--- config.mk ---
export PLATFORM = sky130hd
export DESIGN_NAME = uart_tx_fifo
export DESIGN_NICKNAME = d
export VERILOG_FILES = /design/src/rtl/uart_tx_fifo.sv
export SDC_FILE = /design/constraint.sdc
export NUM_CORES = 1
export LEC_CHECK = 0
export CORE_AREA = 2 2 130 132
export CTS_BUF_LIST = sky130_fd_sc_hd__clkbuf_8
export DETAILED_ROUTE_END_ITERATION = 6
export DIE_AREA = 0 0 132 134
export PLACE_DENSITY = 0.52
export SLEW_MARGIN = 20
export SYNTH_ARGS = -nofsm -noshare
export SYNTH_HDL_FRONTEND = slang
export SYNTH_SLANG_ARGS = --single-unit
--- constraint.sdc ---
create_clock -name clk -period 2.6 [get_ports clk]
set_input_delay 0.78 -clock clk [delete_from_list [all_inputs] [get_ports clk]]
set_output_delay 0.78 -clock clk [all_outputs]
set_load 0.1 [all_outputs]
--- src/rtl/uart_tx_fifo.sv ---
// UART transmitter (8N1, idle high) fed by a small circular FIFO.
// Bytes are queued on wr_valid/wr_ready and sent back to back while the queue is non-empty.
module uart_tx_fifo #(
    parameter int sysclk_frequency = 1250,
    parameter int baud             = 115200,
    parameter int fifo_depth_log2  = 3
) (
    input  logic                     clk,
    input  logic                     reset_in,
    input  logic [7:0]               wr_data,
    input  logic                     wr_valid,
    output logic                     wr_ready,
    output logic                     txd,
    output logic [fifo_depth_log2:0] fifo_count,
    output logic                     idle
);

    localparam int DEPTH   = 1 << fifo_depth_log2;
    localparam int DIV     = (sysclk_frequency * 100000) / baud;
    localparam int DIV_W   = $clog2(DIV + 1);
    localparam int CNT_W   = (DIV_W > 16) ? DIV_W : 16;
    localparam logic [CNT_W-1:0] DIV_M1 = CNT_W'(DIV - 1);
    localparam logic [fifo_depth_log2:0] FULL_COUNT = {1'b1, {fifo_depth_log2{1'b0}}};

    typedef enum logic [1:0] {
        IDLE,
        START,
        DATA,
        STOP
    } tx_state_t;

    tx_state_t                  state;
    logic [7:0]                 mem [DEPTH];
    logic [fifo_depth_log2-1:0] wr_ptr;
    logic [fifo_depth_log2-1:0] rd_ptr;
    logic [7:0]                 shift_reg;
    logic [2:0]                 bit_idx;
    logic [CNT_W-1:0]           baud_cnt;
    logic                       push;
    logic                       pop;
    logic                       bit_done;

    // Ready depends only on the registered count, never on a same-cycle pop.
    assign wr_ready = (fifo_count != FULL_COUNT);
    assign push     = wr_valid && wr_ready;
    assign bit_done = (baud_cnt == '0);
    assign pop      = (fifo_count != '0) && ((state == IDLE) || (state == STOP && bit_done));
    assign idle     = (state == IDLE) && (fifo_count == '0);

    always_ff @(posedge clk) begin
        if (push) begin
            mem[wr_ptr] <= wr_data;
        end
    end

    always_ff @(posedge clk or negedge reset_in) begin
        if (!reset_in) begin
            wr_ptr     <= '0;
            rd_ptr     <= '0;
            fifo_count <= '0;
        end else begin
            if (push) begin
                wr_ptr <= wr_ptr + 1'b1;
            end
            if (pop) begin
                rd_ptr <= rd_ptr + 1'b1;
            end
            case ({push, pop})
                2'b10:   fifo_count <= fifo_count + 1'b1;
                2'b01:   fifo_count <= fifo_count - 1'b1;
                default: fifo_count <= fifo_count;
            endcase
        end
    end

    // A pop always starts a new frame, whether leaving IDLE or closing a STOP bit.
    always_ff @(posedge clk or negedge reset_in) begin
        if (!reset_in) begin
            state     <= IDLE;
            txd       <= 1'b1;
            shift_reg <= '0;
            bit_idx   <= '0;
            baud_cnt  <= '0;
        end else if (pop) begin
            state     <= START;
            shift_reg <= mem[rd_ptr];
            txd       <= 1'b0;
            bit_idx   <= '0;
            baud_cnt  <= DIV_M1;
        end else begin
            case (state)
                IDLE: begin
                    txd <= 1'b1;
                end
                START: begin
                    if (bit_done) begin
                        state     <= DATA;
                        txd       <= shift_reg[0];
                        shift_reg <= {1'b0, shift_reg[7:1]};
                        bit_idx   <= '0;
                        baud_cnt  <= DIV_M1;
                    end else begin
                        baud_cnt <= baud_cnt - 1'b1;
                    end
                end
                DATA: begin
                    if (bit_done) begin
                        baud_cnt <= DIV_M1;
                        if (bit_idx == 3'd7) begin
                            state <= STOP;
                            txd   <= 1'b1;
                        end else begin
                            bit_idx   <= bit_idx + 1'b1;
                            txd       <= shift_reg[0];
                            shift_reg <= {1'b0, shift_reg[7:1]};
                        end
                    end else begin
                        baud_cnt <= baud_cnt - 1'b1;
                    end
                end
                STOP: begin
                    if (bit_done) begin
                        state <= IDLE;
                    end else begin
                        baud_cnt <= baud_cnt - 1'b1;
                    end
                end
                default: begin
                    state <= IDLE;
                    txd   <= 1'b1;
                end
            endcase
        end
    end

endmodule

==> results.txt, run 1 <==
- Run status: complete, no violations
- The worst setup path is launched from a flop.
* Flip-flop count of the largest register after layout: between 60 and 70
- In this run, CTS created clock tree buffers numbering 9.
* Fraction of registers with async set/reset: roughly two fifths
- At the end of the flow, the number of nets in the layout was around 400.
* Post-synthesis register bit count: around 100
- Setup repair after global routing could not meet its margin everywhere.
* CTS tree: yes
- The HPWL after detailed placement is 6316 µm.
* Port bufs: 17
- Cell count after synthesis: 341
- The die covers ~18000 µm².
- The setup path with the least slack is of type flop to primary output.
- Crit path required time: about 1.8 ns
- Total via count after detailed routing: a little under 3000
* Area growth from synthesis to final layout: 19.03%
- Maximum fanout along the worst path: 5
- Most common flop cell mapped by yosys: edfxtp_1
* Area of the core: 16290 µm²
- DRC Markers: 0
* Mapped cell area: 4775 µm²
- Final setup margin: 0.07689 ns
- TritonCTS sink count: about 100
- Number of design-rule violations left by the first detailed-router iteration: between 200 and 250
- Maximum number of pins on one net before global-route repair: 33
* Reg2Reg Depth: 10
* Number of buffers inserted for hold repair after clock tree synthesis: 0
- Launch point of the worst reg-to-reg path: fifo_count[2]
- Initial antenna violation count: 0
- The H-tree was split into 3 levels.
- Leakage power summed over all cells: approximately 2.1 nW
- Area fraction of the dominant cell type after synthesis: 40.25%
* Number of buffers between clock root and the deepest sink: 2
- In the synthesized netlist, the cells that appear most often are edfxtp_1, dfrtp_1, nand2_1, a21oi_1, nor2_1.
- Post-detailed-routing wire length: about 9000 µm
- Final setup skew: 0.01215 ns
* Distinct cell type count after synthesis: between 50 and 60
* Number of max-capacitance violations reported: 0
- Number of optimization iterations in the first detailed-route pass: 4
* Number of synthesized flops with an enable pin: 64
- In this run the horizontal extent of the chip is 132 µm.
- After global routing the overflow that remains totals 0.
* Critical path endpoint category: primary output
* Fraction of the yosys area taken by sequential cells: between 60% and 70%
* Post-synth net total: between 300 and 400
* Total instance count after detailed placement: between 500 and 600
- Gp weighted congestion: about 0.74
- Mean instance size in the synthesized netlist: ~14 µm²
* Routed WL per cell: ~15 µm
- Share of cells above drive strength 1: ~28%
* Clock period minus worst slack: approximately 2.5 ns
- Dividing the detail-routed via count by the number of cells gives ~4.7.
* Most area-hungry cell type in the Yosys netlist: edfxtp_1
* Number of pins exceeding their max-slew limit in the final report: 0
- Die height: 134 µm
- In this run the critical register-to-register path is captured at fifo_count[2].
* Clk root buf: clkbuf_8
* Number of primary I/O pins: 18
* Tightest Pin Transition: 0.7065 ns
- Data arrives at the worst endpoint at approximately 1.7 ns.
- Most instantiated library cell after synthesis: edfxtp_1
- Total of warnings raised by yosys: 0
* Slack of the worst reg-to-reg path: between 0.1 and 0.15 ns
* Power density normalized to cell area: between 1000 and 1500 nW/µm²
- Clock latency of the later-clocked register in the worst-skew pair: a little under 0.4 ns
- OpenSTA, run right after detailed placement, puts the worst setup slack at roughly 0.076 ns.
- The worst pin sits at a relative slew slack of between 50 and 60%.
* Diodes inserted: 0
- Achievable clock frequency: 0.3963 GHz
- Once layout is complete, the cells apart from fillers number ~610.
* Tcrit/Tclk final: 97.04%
- Global routing used 11.11% of the available tracks.
* First-pass GRT wire length: around 15000 µm
- Setup violations remaining at the end of the flow were counted as 0.
- The number of global-route vias before repair came to 3019.
- In this run the remaining antenna-violating nets after routing total 0.
- Clock edge transition at the registers on the reported setup and hold paths: around 0.11 ns
* Largest cells by area after synthesis: edfxtp_1, dfrtp_1, mux4_2
- The floorplan has between 40 and 50 rows.
- For this configuration, the core starts out at a cell density of between 20% and 30%.
- Final count of hold timing violations: 0
- Maximum vdd ir drop: ~0.42 mV
- Path category of the worst min-delay check: primary input to asynchronous set/reset pin
[kinds of logic after synthesis]
logic type,count (synthesis),synth area share (%)
xor+xnor,9,1.651
flops,104,61.24
fa+ha+maj,12,3.145
buf+inv,22,2.463
compound gates,59,8.622
mux,30,10.56
simple gates,105,12.32
[critical path: stages (launching register included)]
cell and delay, ns:
dfrtp_4 0.49, buf_8 0.14, nor3_4 0.22, nand2b_4 0.08, buf_6 0.12, nor2_4 0.13
buf_12 0.18
[cell type report]
cell class                      instances  area, µm²
Inverter                                8      32.53
Sequential cell                       104       2934
Timing Repair Buffer                   49      424.2
Clock inverter                          7      81.33
Tap cell                              220      275.3
Multi-Input combinational cell        215       1812
Clock buffer                            9      123.9
Fill cell                            1601      10610
[power breakdown]
group	internal [W]	leakage (nW)	switching [W]	total [W]
sequential	0.00214	1.06	0.000319	0.00246
clock	0.000384	0.103	0.000634	0.00102
combinational	0.00114	0.910	0.00147	0.00261
[routing by layer]
metal | GRT usage (%) | routed length (µm) | vias up
li1 | - | - | 1400
met1 | 13.97 | 4138 | 1440
met2 | 18.32 | 4565 | 43
met3 | 2.910 | 275 | 15
met4 | 4.529 | 180 | 0
met5 | 0 | 0 | -
[worst max path at each step]
stage                        from       endpoint  cells past startpoint
global route        fifo_count[1]           idle                      6
CTS                 fifo_count[1]           idle                      6
finish              fifo_count[1]           idle                      6
global placement         wr_valid  fifo_count[2]                      9
detailed placement       wr_valid  fifo_count[3]                      8
floorplan           fifo_count[1]  fifo_count[2]                     11
[what timing repair did]
| action | 4_1_cts | 5_1_grt |
|---|---|---|
| gates resized for setup | 2 | 8 |
| cloned | 0 | 0 |
| endpoints found under the setup margin | 1 | 4 |
| buffers inserted | 0 | 6 |
| pin swaps | 1 | 5 |
[through the flow]
stage | utilization (%) | area [µm²] | hold slack (ns) | setup TNS (ns) | total power [W]
finish | 34.89 | 5683 | 0.4364 | 0 | 0.006088
detailed placement | 33.08 | 5389 | 0.4794 | 0 | 0.005027
CTS | 34.41 | 5605 | 0.4336 | 0 | 0.006083
global route | 34.89 | 5683 | 0.4649 | -0.007742 | 0.006509
global placement | 33.08 | 5389 | 0.4701 | 0 | 0.004999
floorplan | - | 4837 | 0.4517 | -0.05877 | 0.004337
[cells in the final DEF (no fill, tap or decap), drive strengths merged, types with 12 or more instances in the layout]
cell type | netlist | final
edfxtp | 64 | 64
buf | 9 | 40
dfrtp | 39 | 39
nand2 | 22 | 22
a21oi | 19 | 19
nor2 | 17 | 17
mux4 | 16 | 16
o21ai | 13 | 13
ha | 12 | 12
Note: power is estimated with default switching activity, not from simulation.
==> run 2: changes to the inputs <==
--- a/config.mk
+++ b/config.mk
@@ -5,11 +5,11 @@
 export SDC_FILE = /design/constraint.sdc
 export NUM_CORES = 1
 export LEC_CHECK = 0
-export CORE_AREA = 2 2 130 132
+export CORE_AREA = 2 2 95 97
 export CTS_BUF_LIST = sky130_fd_sc_hd__clkbuf_8
 export DETAILED_ROUTE_END_ITERATION = 6
-export DIE_AREA = 0 0 132 134
-export PLACE_DENSITY = 0.52
+export DIE_AREA = 0 0 97 99
+export PLACE_DENSITY = 0.83
 export SLEW_MARGIN = 20
 export SYNTH_ARGS = -nofsm -noshare
 export SYNTH_HDL_FRONTEND = slang
==> run 2 against run 1 <==
  * Total power down 1.9%
  * Setup slack better by 0.019 ns
  * Final cell count down 20%
  * Highest routed layer unchanged
==> results.txt, run 2 (synthesis results as in run 1) <==
- After routing the design area is 5449 µm².
* Share of total power in sequential cells: around two fifths
- Gp weighted congestion: between 0.8 and 0.9
- Average vias per placed instance: approximately 5.9
- On the worst path, the slowest cell contributes a delay of approximately 0.55 ns.
- For this configuration, the core starts out at a cell density of a little under three fifths.
- First-pass GRT wire length: between 10000 and 15000 µm
- The H-tree was split into 3 levels.
- Hold Worst Slack: approximately 0.5 ns
* Area of the core: ~8600 µm²
- Initial antenna violation count: 0
- Most common cell after layout, fill and taps aside: edfxtp_1
* Crit path required time: 2.90 ns
- Power spread over the standard cell area amounts to 1097 nW/µm².
- Clock skew on the completed layout was measured at roughly 0.015 ns.
* Routed WL per cell: roughly 18 µm
- Vias in the first global route: a little under 3000
* Net switching power of the design: between 0.002 and 0.0025 W
- Die extent in x: approximately 97 µm
* Leakage power summed over all cells: around 2.0 nW
- Number of nets with antenna violations after detailed routing: 0
- The startpoint identified for the worst register-to-register timing path is fifo_count[1].
- The critical path is of the flop to flop type.
- Final setup margin: ~0.096 ns
- Grouping stages by cell kind, the critical path spends the most delay in compound AO/OA/AOI/OAI gates.
- Path category of the worst min-delay check: flop to flop
- Achievable clock frequency: around 0.40 GHz
- In this run the most critical hold path is launched from bit_idx[0].
* Tightest Pin Transition: around 0.91 ns
- In this run, the clock network consumes between 15 and 20% of the power.
- Placement-stage worst setup slack: -0.00008504 ns
- Net switching is between 30% and 40% of the power.
- After detailed routing, the total wire length is 8629 µm.
* Area growth from synthesis to final layout: 14.12%
- Area enclosed by the die boundary: around 9600 µm²
- DPL Wire Length: a little over 6000 µm
- Data on the critical path arrives at its endpoint at 2.81 ns.
* Port bufs: 17
* Clk root buf: clkbuf_8
- Area after detailed placement: approximately 5200 µm²
- Worst Setup Start Kind: flop
* Diodes inserted: 0
* Max stage delay cell, worst path: o41a_4
- TritonCTS created 9 clock buffers.
- After detailed routing, the number of remaining DRC violations is 0.
* Die height: 99 µm
- In the layout the commonest cells are edfxtp_1, dfrtp_1, buf_4.
- Number of optimization iterations in the first detailed-route pass: 4
* Number of pins exceeding their max-slew limit in the final report: 0
* Tcrit/Tclk final: between 90% and 100%
- The clock passes through at most 2 buffers.
- Final count of hold timing violations: 0
* Worst-case headroom to the max-slew limit: between 30 and 40%
* Total gr overflow: 0
- Entering global routing, the biggest net connects between 40 and 50 pins.
* Flip-flop count of the largest register after layout: 64
- TritonCTS sink count: 104
- CTS tree: yes
- TNS Setup: 0 ns
- Combinational logic is responsible for about two fifths of the overall power.
- Buffers and inverters on the worst path: 1
- After the first detailed-routing iteration, the DRC count stood at around 150.
* Run status: complete, no violations
* Share of cells above drive strength 1: between 20 and 30%
- Clock latency of the later-clocked register in the worst-skew pair: about 0.37 ns
- Total power for the finished layout comes to around 0.0060 W.
- IR analysis of the VDD net gives a maximum drop of between 0.6 and 0.7 mV.
* List of cells traversed by the critical path: o41a_4 -> a31oi_4 -> inv_4 -> ha_2 -> nor2b_1 -> a21oi_1 -> o32a_1 -> nor2_1 -> xor2_1
- Clock period minus worst slack: around 2.5 ns
* Maximum fanout along the worst path: 6
- Net count reported at finish: approximately 400
- Clock edge transition at the registers on the reported setup and hold paths: around 0.12 ns
- In this run the worst setup path begins at fifo_count[1].
- Critical path endpoint category: flop
- Detailed routing inserted a total of between 2000 and 3000 vias.
- Number of primary I/O pins: 18
- In the global route stage, overall resource usage came out at 18.96%.
* Total number of placement rows: 34
- P_int: about 0.0036 W
* Number of max-capacitance violations reported: 0
* Total setup violations reported at the end of the flow: 0
* Number of filler cells placed in the layout: a little over 600
-- run 2: routing by layer --
metal / vias up / GRT usage [%] / part of all wire (%)
met5: - / 0 / 0
met4: 0 / 5.959 / 0.54
met3: 4 / 4.255 / 3.8
met2: 65 / 33.07 / 53
met1: 1449 / 23.83 / 42
li1: 1375 / - / -
-- run 2: cell type report --
class | count | area, µm² | share of cell area, %
sequential | 104 | 2934 | 53.85
multi-input combinational | 215 | 1817 | 33.34
timing repair buffer | 38 | 330.3 | 6.062
tap | 108 | 135.1 | 2.480
clock buffer | 9 | 123.9 | 2.273
clock inverter | 7 | 76.32 | 1.401
inverter | 8 | 32.53 | 0.5970
-- run 2: power by group through the flow --
stage | sequential (W) | clock, W | combinational [W]
2_1_floorplan | 0.00265 | 0 | 0.00169
3_3_place_gp | 0.00246 | 0 | 0.00235
3_5_place_dp | 0.00250 | 0 | 0.00244
4_1_cts | 0.00247 | 0.00103 | 0.00245
5_1_grt | 0.00251 | 0.00111 | 0.00272
6_report | 0.00246 | 0.00102 | 0.00250
-- run 2: final timing paths --
| check | end | slack (ns) | cells after the start |
|---|---|---|---|
| setup reg to reg | fifo_count[3] | 0.1 | 9 |
| hold reg to reg | bit_idx[0] | 0.50 | 1 |
| max in group asynchronous | fifo_count[1] | 1.41 | 1 |
| hold / removal | bit_idx[0] | 0.50 | 1 |
| min in group asynchronous | baud_cnt[5] | 0.52 | 1 |
| setup / recovery | fifo_count[3] | 0.1 | 9 |
-- run 2: repair_timing --
action / in CTS / in global routing
hold buffers: 0 / 0
pin swaps: 0 / 2
gates cloned: 0 / 0
gates resized for setup: 1 / 7
endpoints found under the setup margin: 1 / 4
setup buffers: 0 / 1
-- run 2: through the flow --
stage	util (%)	cells
2_1_floorplan	-	341
3_3_place_gp	60.86	472
3_5_place_dp	60.86	472
4_1_cts	63.27	488
5_1_grt	63.73	489
6_report	63.73	489
==> run 3: changes to the inputs <==
--- a/config.mk
+++ b/config.mk
@@ -10,6 +10,7 @@
 export DETAILED_ROUTE_END_ITERATION = 6
 export DIE_AREA = 0 0 97 99
 export PLACE_DENSITY = 0.83
+export REMOVE_ABC_BUFFERS = 1
 export SLEW_MARGIN = 20
 export SYNTH_ARGS = -nofsm -noshare
 export SYNTH_HDL_FRONTEND = slang
==> run 3 against run 2 <==
  * Maximum frequency is 1.3% higher
  * Utilization is 0.088 points higher
  * Final cell count is 1.6% higher
  * Highest routed layer unchanged
  * Die area stayed put
  * Via count is 0.90% higher
  * Setup slack better by 0.032 ns
  * Sequential cell count stayed put
  * Critical endpoint is now fifo_count[2]
  * Non-clock buffer count is 8 higher
  * Global-route usage is 0.45 points lower
==> results.txt, run 3 (synthesis results as in run 1) <==
- Run status: complete, no violations
- For the pin with the worst max-slew slack, the measured transition is slightly above 0.6 ns.
- DPL Wire Length: between 6000 and 7000 µm
* Utilization of the core after routing: between 60% and 70%
* Area enclosed by the die boundary: 9603 µm²
- Number of nets with antenna violations after detailed routing: 0
- Share of cells above drive strength 1: around a quarter
- Vias in the first global route: roughly 3000
* Leakage power summed over all cells: about 2.0 nW
- From bottom edge to top edge, the die measures roughly 99 µm.
- The tightest hold path in the finished design has a slack of 0.3491 ns.
- TritonCTS built the clock tree.
* Total Routing Usage GR: 18.52%
- Dividing the detail-routed wire length by the instance count gives approximately 17 µm.
- Gp weighted congestion: 0.8634
* Clk root buf: clkbuf_8
- Max-cap violations in this run came to 0.
- From left edge to right edge, the die measures between 90 and 100 µm.
* Port bufs: 17
- STA classifies the critical path startpoint as a flop.
- Buffers inserted during clock tree synthesis total 9.
* Number of design-rule violations left by the first detailed-router iteration: 149
* Path category of the worst min-delay check: primary input to asynchronous set/reset pin
* Area growth from synthesis to final layout: 14.28%
* Diodes inserted: 0
* Non-Filler Instances: 497
* Number of buffers between clock root and the deepest sink: 2
* Tcrit/Tclk final: a little over nine tenths
* Placement-stage worst setup slack: -0.01604 ns
- Across the whole layout, storage elements account for 2925 µm².
- Wire segments on met3 add up to roughly 360 µm in the final route.
* Maximum vdd ir drop: about 0.55 mV
- Dividing the detail-routed via count by the number of cells gives slightly below 6.
- Critical path endpoint category: flop
- At the end of the flow, the number of nets in the layout was a little over 400.
- STA puts the critical path data arrival time at 2.74 ns.
* CTS H-tree depth: 3
* TNS Setup: 0 ns
- Routed wire length on met2: around 4500 µm
- The number of pins exceeding their max-slew limit in the final report is 0.
* Starting density of the core: 55.84%
* Initial antenna violation count: 0
* Flip-flop count of the largest register after layout: 64
- Number of buffers inserted for hold repair after clock tree synthesis: 0
* Met1 routed wirelength after detailed routing: roughly 3600 µm
* Most common cell after layout, fill and taps aside: edfxtp_1
- After detailed routing, no signal wire sits above met4.
- In this run, placement finished with an instance count of 481.
- Worst-case headroom to the max-slew limit: approximately 59%
* Total via count after detailed routing: ~3000
- Wires add up to 8483 µm.
* Number of optimization iterations in the first detailed-route pass: 4
- Final setup skew: ~0.018 ns
* Maximum fanout along the worst path: 5
- Achievable clock frequency: between 0.4 and 0.5 GHz
- The total overflow left after global routing is 0.
- Type of the worst setup path: flop to flop
* Commonest cells after routing, fill and taps aside: edfxtp_1, dfrtp_1, buf_4
- Clock edge transition at the registers on the reported setup and hold paths: 0.12 ns
- The core region is between 8000 and 9000 µm².
- Total number of placement rows: 34
* DRC Markers: 0
- Clock latency of the later-clocked register in the worst-skew pair: approximately 0.37 ns
- Total setup violations reported at the end of the flow: 0
* TritonCTS sink count: 104
- Clock period minus worst slack: approximately 2.5 ns
- The layout has between 600 and 700 filler cells.
* First-pass GRT wire length: ~14000 µm
* Maximum number of pins on one net before global-route repair: 33
* Final setup margin: between 0.1 and 0.15 ns
- Setup fix buffers added after clock tree synthesis: 0
- For the worst setup path, the data required time is between 2 and 3 ns.
* Number of primary I/O pins: 18
- For this design the ratio of total power to cell area is ~1100 nW/µm².
- Area taken by multi-input logic gates: roughly 1800 µm²
* Final count of hold timing violations: 0
run 3: cell types whose count changed in the layout (fill, tap and decap cells not counted), moves of 2 or more:
| cell | delta |
|---|---|
| buf_4 | +8 |
| nand2_1 | +2 |
| ha_2 | -2 |
| dfrtp_4 | -2 |
| dfrtp_1 | +3 |
| clkinv_8 | +3 |
| ha_1 | +3 |
run 3: what timing repair did:
item	4_1_cts	5_1_grt
resized for setup	1	7
pin swaps	0	0
endpoints found under the setup margin	1	3
run 3: worst paths after layout:
path | start | end | slack [ns] | depth (start not counted)
worst max-delay path | baud_cnt[0] | fifo_count[2] | 0.13 | 13
worst min-delay path | reset_in | shift_reg[4] | 0.35 | 1
worst max register to register | baud_cnt[0] | fifo_count[2] | 0.13 | 13
worst min register to register | bit_idx[0] | bit_idx[0] | 0.50 | 1
max in group asynchronous | reset_in | fifo_count[0] | 1.59 | 2
min in group clk | bit_idx[0] | bit_idx[0] | 0.50 | 1
run 3: area by class of cell:
| class | count | share of cell area, % |
|---|---|---|
| clock buffers | 9 | 2.270 |
| inverters | 8 | 0.5503 |
| clock inverters | 7 | 1.628 |
| well taps | 108 | 2.477 |
| flip-flops and latches | 104 | 53.61 |
| repair buffers | 46 | 7.154 |
| multi-input cells | 215 | 32.31 |
run 3: metal layers:
| layer | global-route usage (%) | up-vias |
|---|---|---|
| met5 | 0 | - |
| met4 | 5.525 | 0 |
| met3 | 4.681 | 6 |
| met2 | 32.64 | 54 |
| met1 | 22.73 | 1470 |
| li1 | - | 1389 |
run 3: stage by stage:
step / instance area, µm² / power (W)
3_5_place_dp: 5213 / 0.004922
2_1_floorplan: 4687 / 0.004172
6_report: 5456 / 0.005930
3_3_place_gp: 5213 / 0.004799
5_1_grt: 5456 / 0.006281
4_1_cts: 5430 / 0.005961
run 3: power by group:
part           total [W]  internal (W)  switching (W)
Clock            0.00103      0.000393       0.000638
Combinational    0.00244       0.00106        0.00138
Sequential       0.00246       0.00213       0.000330
run 3: worst max-delay path, stage by stage (launching register included):
cell and delay [ns]:
dfrtp_1 0.36, inv_1 0.06, ha_1 0.20, nor3b_2 0.16, and4_2 0.24, a31oi_4 0.19, inv_2 0.09, ha_1 0.21
xor2_1 0.17, ha_1 0.18, a21oi_1 0.16, xor2_1 0.16, nor2_1 0.06, xor2_1 0.14
